[config.mk]
export PLATFORM = sky130hd
export DESIGN_NAME = tdm_demultiplexer
export DESIGN_NICKNAME = d
export VERILOG_FILES = /design/src/rtl/tdm_demultiplexer.sv
export SDC_FILE = /design/constraint.sdc
export NUM_CORES = 1
export LEC_CHECK = 0
export ABC_AREA = 1
export CORE_MARGIN = 2
export CORE_UTILIZATION = 43
export DETAILED_ROUTE_END_ITERATION = 6
export GPL_TIMING_DRIVEN = 0
export PLACE_DENSITY = 0.72
export SYNTH_ARGS = -nofsm -noshare
export SYNTH_HDL_FRONTEND = slang
export SYNTH_SLANG_ARGS = --single-unit
[constraint.sdc]
create_clock -name clk -period 1.48 [get_ports clk]
set_clock_uncertainty 0.05 [all_clocks]
set_input_delay 0.296 -clock clk [delete_from_list [all_inputs] [get_ports clk]]
set_output_delay 0.296 -clock clk [all_outputs]
set_load 0.005 [all_outputs]
[src/rtl/tdm_demultiplexer.sv]
// tdm_demultiplexer: locks onto 4-slot TDM frames and publishes each completed frame as four parallel lanes.
module tdm_demultiplexer #(
  parameter int WIDTH = 1
) (
  input  logic             clk,
  input  logic             rst_n,
  input  logic             in_valid,
  input  logic             frame,
  input  logic [WIDTH-1:0] in,
  output logic [WIDTH-1:0] out0,
  output logic [WIDTH-1:0] out1,
  output logic [WIDTH-1:0] out2,
  output logic [WIDTH-1:0] out3,
  output logic             out_valid,
  output logic             locked,
  output logic             frame_err,
  output logic             address0,
  output logic             address1
);
  typedef enum logic {HUNT, SYNC} state_t;
  state_t           r_state, w_state;
  logic [1:0]       r_slot, w_slot;
  logic [WIDTH-1:0] r_hold0, r_hold1, r_hold2, w_hold0, w_hold1, w_hold2;
  logic [WIDTH-1:0] r_out0, r_out1, r_out2, r_out3;
  logic [WIDTH-1:0] w_out0, w_out1, w_out2, w_out3;
  logic             r_out_valid, r_frame_err, w_out_valid, w_frame_err;
  always_comb begin
    w_state     = r_state;
    w_slot      = r_slot;
    w_hold0     = r_hold0;
    w_hold1     = r_hold1;
    w_hold2     = r_hold2;
    w_out0      = r_out0;
    w_out1      = r_out1;
    w_out2      = r_out2;
    w_out3      = r_out3;
    w_out_valid = 1'b0;
    w_frame_err = 1'b0;
    if (in_valid) begin
      if (r_state == HUNT) begin
        if (frame) begin
          w_hold0 = in;
          w_slot  = 2'd1;
          w_state = SYNC;
        end
      end else if (frame) begin
        // an early frame marker restarts the frame at slot 0
        w_frame_err = (r_slot != 2'd0);
        w_hold0     = in;
        w_slot      = 2'd1;
      end else if (r_slot == 2'd0) begin
        w_frame_err = 1'b1;
        w_state     = HUNT;
      end else if (r_slot == 2'd3) begin
        w_out0      = r_hold0;
        w_out1      = r_hold1;
        w_out2      = r_hold2;
        w_out3      = in;
        w_out_valid = 1'b1;
        w_slot      = 2'd0;
      end else begin
        w_hold1 = (r_slot == 2'd1) ? in : r_hold1;
        w_hold2 = (r_slot == 2'd2) ? in : r_hold2;
        w_slot  = r_slot + 2'd1;
      end
    end
  end
  always_ff @(posedge clk or negedge rst_n) begin
    if (!rst_n) begin
      r_state     <= HUNT;
      r_slot      <= '0;
      r_hold0     <= '0;
      r_hold1     <= '0;
      r_hold2     <= '0;
      r_out0      <= '0;
      r_out1      <= '0;
      r_out2      <= '0;
      r_out3      <= '0;
      r_out_valid <= 1'b0;
      r_frame_err <= 1'b0;
    end else begin
      r_state     <= w_state;
      r_slot      <= w_slot;
      r_hold0     <= w_hold0;
      r_hold1     <= w_hold1;
      r_hold2     <= w_hold2;
      r_out0      <= w_out0;
      r_out1      <= w_out1;
      r_out2      <= w_out2;
      r_out3      <= w_out3;
      r_out_valid <= w_out_valid;
      r_frame_err <= w_frame_err;
    end
  end
  assign out0      = r_out0;
  assign out1      = r_out1;
  assign out2      = r_out2;
  assign out3      = r_out3;
  assign out_valid = r_out_valid;
  assign frame_err = r_frame_err;
  assign locked    = (r_state == SYNC);
  assign address0  = r_slot[0];
  assign address1  = r_slot[1];
endmodule

After elaboration in Yosys (flattened, before gate mapping)

Cells that the tools add are included.

Flip-flop bits (word level): 12
Logic and storage cells: 45

$add $sub $neg: 1
Equality and inequality tests: 4
Multiplexer cells: 18
Bitwise logic cells: 3
Reduce and logical (&&, ||, !) cells: 8

Operators with widths:

| operator              | count |
|---|---|
| $mux W1               | 13 |
| $reduce_and A6 Y1     | 2 |
| $mux W2               | 5 |
| $reduce_and A5 Y1     | 1 |
| $eq A2 B2 Y1 const B  | 2 |
| $reduce_bool A2 Y1    | 2 |
| $not A1 Y1            | 3 |
| $reduce_and A3 Y1     | 1 |
| $add A2 B1 Y2 const B | 1 |
| $eq A2 B1 Y1 const B  | 1 |
| $logic_not A2 Y1      | 1 |
| $ne A2 B2 Y1 const B  | 1 |
| $reduce_and A2 Y1     | 1 |

Longest topological paths before layout

Depth after elaboration: 6
Gate-level depth with buffers: 8
Gate-level depth less buffers: 8

Worst setup path before layout

OpenSTA, ideal clock, no wires.

Kind: register to register
From: reg r_slot[0]
To: reg r_out0 (netlist: out0)
Setup time: 0.123 ns
Arrival: 1.262 ns
Data required time: 1.307 ns
Setup slack: 0.045 ns
Cell stages (with the launch flop): 8
Buffers on the path: 0
Clock period less this slack: 1.435 ns
Path through: dfrtp_1 -> inv_1 -> ha_1 -> inv_1 -> ha_1 -> nand2_1 -> o21ai_0 -> nand2_1

Cells in the longest elaborated chain, start to end: 3
Elaborated cells between the ends (all ways): 4
Classes of those cells: eq/ne (1); bitwise (1); reduce/logical (2)

RTL lines:

| item                          | line | text |
|---|---|---|
| start: declaration            | 22   | `logic [1:0] r_slot, w_slot;` |
| start signal: assignment      | 83   | `r_slot <= w_slot;` |
| $logic_not A2 Y1              | 51   | `end else if (r_slot == 2'd0) begin` |
| $not A1 Y1 (no line)          | -    |  |
| $reduce_and A5 Y1 (no line) * | -    |  |
| end signal: assignment        | 87   | `r_out0 <= w_out0;` |
| end: declaration              | 24   | `logic [WIDTH-1:0] r_out0, r_out1, r_out2, r_out3;` |

Mark *: on every way between the ends. The rest lies on a longest branch, timed or not.
A chain may end at the register's enable or synchronous reset.

Final worst setup path

From: reg r_frame_err (netlist: frame_err)
To: out frame_err

RTL lines:

| item                     | line | text |
|---|---|---|
| start: declaration       | 26   | `logic r_out_valid, r_frame_err, w_out_valid, w_frame_err;` |
| start signal: assignment | 92   | `r_frame_err <= w_frame_err;` |
| end: declaration         | 16   | `output logic frame_err,` |

No word-level cell between the ends.

==> flow_summary.ini <==
[floorplanning]
placementRows = 14
die_h_um = 43.3
dieWidth_um = 43.3
core_um2 = 1470
ios = 14
start_util_pct = 45.1
die_area_um2 = 1870

[layout]
drive_gt1_share_pct = 17.2
largest_register_ffs = 2
post-route-cell-area_um2 = 896
nets = 113
top_register = r_slot
area_growth_pct = 35.1
antenna_cells = 0
final_cell_mix = 28 x nand2_1, 11 x inv_1, 10 x dfrtp_1, 6 x ha_1, 6 x clkdlybuf4s50_1
mostFrequentLayoutCell = nand2_1

[cts]
cts-hold-fix-buffers = 0
cts.sinks = 12
cts_tree = done
clkTransAtPathRegs_ns = 0.07
cts_made_buffers = 3
clock_path_buffers = 2
cts_max_level = 1
clockRootBuffer = clkbuf_4
clkLatencyLatePin_ns = 0.27

[timing]
timing.fmax_ghz = 0.700
period_minus_slack_ns = 1.43
finalMaxSlewViolations = 0
setup_slack_ns = 0.0519
finalCritPeriodShare_pct = 96.5
final-setup-viol-count = 0
hold_violations = 0
slew_headroom_pct = 62.6
rsz0062_at_grt = no
worstMarginPinSlew_ns = 0.559

[place]
placed_area_um2 = 813
dp.final_hpwl_um = 860
io_buffers = 13
pre_cts_slack_ns = -0.198
place_congestion = 0.718

[power]
powerDensity_nw_per_um2 = 1520
leakage_nw = 0.561
clkPwrFrac_pct = 14.6
p_int_mw = 0.858
max-vdd-ir-drop_v = 0.000817
sequentialPowerShare_pct = 36.6
combPwrFrac_pct = 48.8
switching_share_pct = 37.1
power.switching_mw = 0.506

[logic_synthesis]
synth_seq_area_share_pct = 45.3
avgSynthCellArea_um2 = 8.50
synthesis.area_um2 = 663
syn_inst = 78
synth-seq-cells = 12
synthDistinctLibCells = 11
ys_warn_count = 0
synth_fp_nets = 90

[worst_setup_path]
crit_buf_inv = 1
critPathTopFamily = buffers and inverters
path_class = register to primary output
worst_setup_path_start_kind = register
worstPathRequired_ns = 1.13
crit_fanout = 1
critPathMaxStageDelay_ns = 0.49
crit_arrival_ns = 1.08
cp_cell_sequence = clkdlybuf4s50_1
crit_slowest_cell = clkdlybuf4s50_1
end_kind = primary output

[drt]
drcViolationCount = 0
detail_route.iter0.violations = 14
dr.pass1.iters = 4
via_per_inst = 4.70
wl_mm = 1.25
wire_per_inst_um = 10.8
vias = 540
ant_nets = 0

[worst_hold_path]
holdCritPathClass = primary input to asynchronous set/reset pin

[global_routing]
grt_usage_pct = 15.1
grt_pass1_vias = 470
antenna_found_initial = 0
gr-total-overflow = 0
grt_first_pass_wirelength_mm = 2.02
grt_max_degree = 13

[run]
maxCapViolations = 0

[status]
status = completed
==> cell families (layout without fill, tap and decap cells) <==
logic type | Yosys count | count (layout) | synth area share [%]
AND/OR/NAND/NOR | 42 | 42 | 29.8
flip-flops | 12 | 12 | 45.3
buffers and inverters | 12 | 33 | 7.92
adder cells (fa/ha/maj) | 7 | 7 | 13.2
AO/OA/AOI/OAI | 5 | 5 | 3.77
==> power by group through the flow <==
stage,logic (mW),clock network [mW],registers (mW)
2_1_floorplan,0.325,0,0.519
3_3_place_gp,0.559,0,0.519
3_5_place_dp,0.573,0,0.525
4_1_cts,0.670,0.201,0.504
5_1_grt,0.744,0.224,0.517
6_report,0.666,0.200,0.499
==> final timing paths <==
| path | startpoint | cells past startpoint | to | slack (ns) |
|---|---|---|---|---|
| setup reg to reg | r_slot[0] | 8 | out3 | 0.07 |
| max in group asynchronous | rst_n | 1 | r_slot[0] | 0.65 |
| setup / recovery | frame_err | 1 | frame_err | 0.05 |
| hold / removal | rst_n | 1 | out3 | 0.33 |
| hold reg to reg | r_hold2 | 2 | r_hold2 | 0.43 |
| min in group clk | r_hold2 | 2 | r_hold2 | 0.43 |
==> through the flow <==
stage | utilization (%) | power, mW | hold WS (ns) | cells | TNS (ns)
after floorplan | - | 0.844 | -0.0496 | 78 | 0
after global placement | 55.3 | 1.08 | 0.410 | 107 | -0.976
after detailed placement | 55.3 | 1.10 | 0.417 | 107 | -1.01
after CTS | 59.5 | 1.38 | 0.340 | 115 | 0
after global routing | 60.9 | 1.48 | 0.366 | 115 | 0
final | 60.9 | 1.36 | 0.332 | 115 | 0
==> synth_stat cells, drive strengths merged <==
| library cell | number | area (um^2) |
|---|---|---|
| nand3 | 5 | 25.0 |
| buf | 1 | 11.3 |
| dfrtp | 12 | 300 |
| nor2 | 7 | 57.6 |
| o21ai | 5 | 25.0 |
| ha | 7 | 87.6 |
| nand2 | 30 | 115 |
| inv | 11 | 41.3 |
==> timing repair <==
item	CTS	global route
pin swaps	0	0
resized for setup	5	8
setup buffers	5	0
endpoints found under the setup margin	7	9
==> final cells by class <==
| class | count | area, um^2 |
|---|---|---|
| plain buffers | 1 | 11.3 |
| multi-input cells | 54 | 320 |
| flip-flops and latches | 12 | 303 |
| clock buffers | 3 | 22.5 |
| well taps | 16 | 20.0 |
| inverters | 11 | 41.3 |
| fillers | 141 | 576 |
| repair buffers | 18 | 178 |
==> routing by layer <==
| layer | vias to the layer above | share of wire (%) | track usage [%] | wire length, um |
|---|---|---|---|---|
| met5 | - | 0 | 0 | 0 |
| met4 | 0 | 2.6 | 9.09 | 33 |
| met3 | 5 | 6.1 | 2.55 | 76 |
| met2 | 17 | 45 | 24.5 | 565 |
| met1 | 237 | 46 | 18.4 | 571 |
| li1 | 281 | - | - | - |
Note: power is estimated with default switching activity, not from simulation.
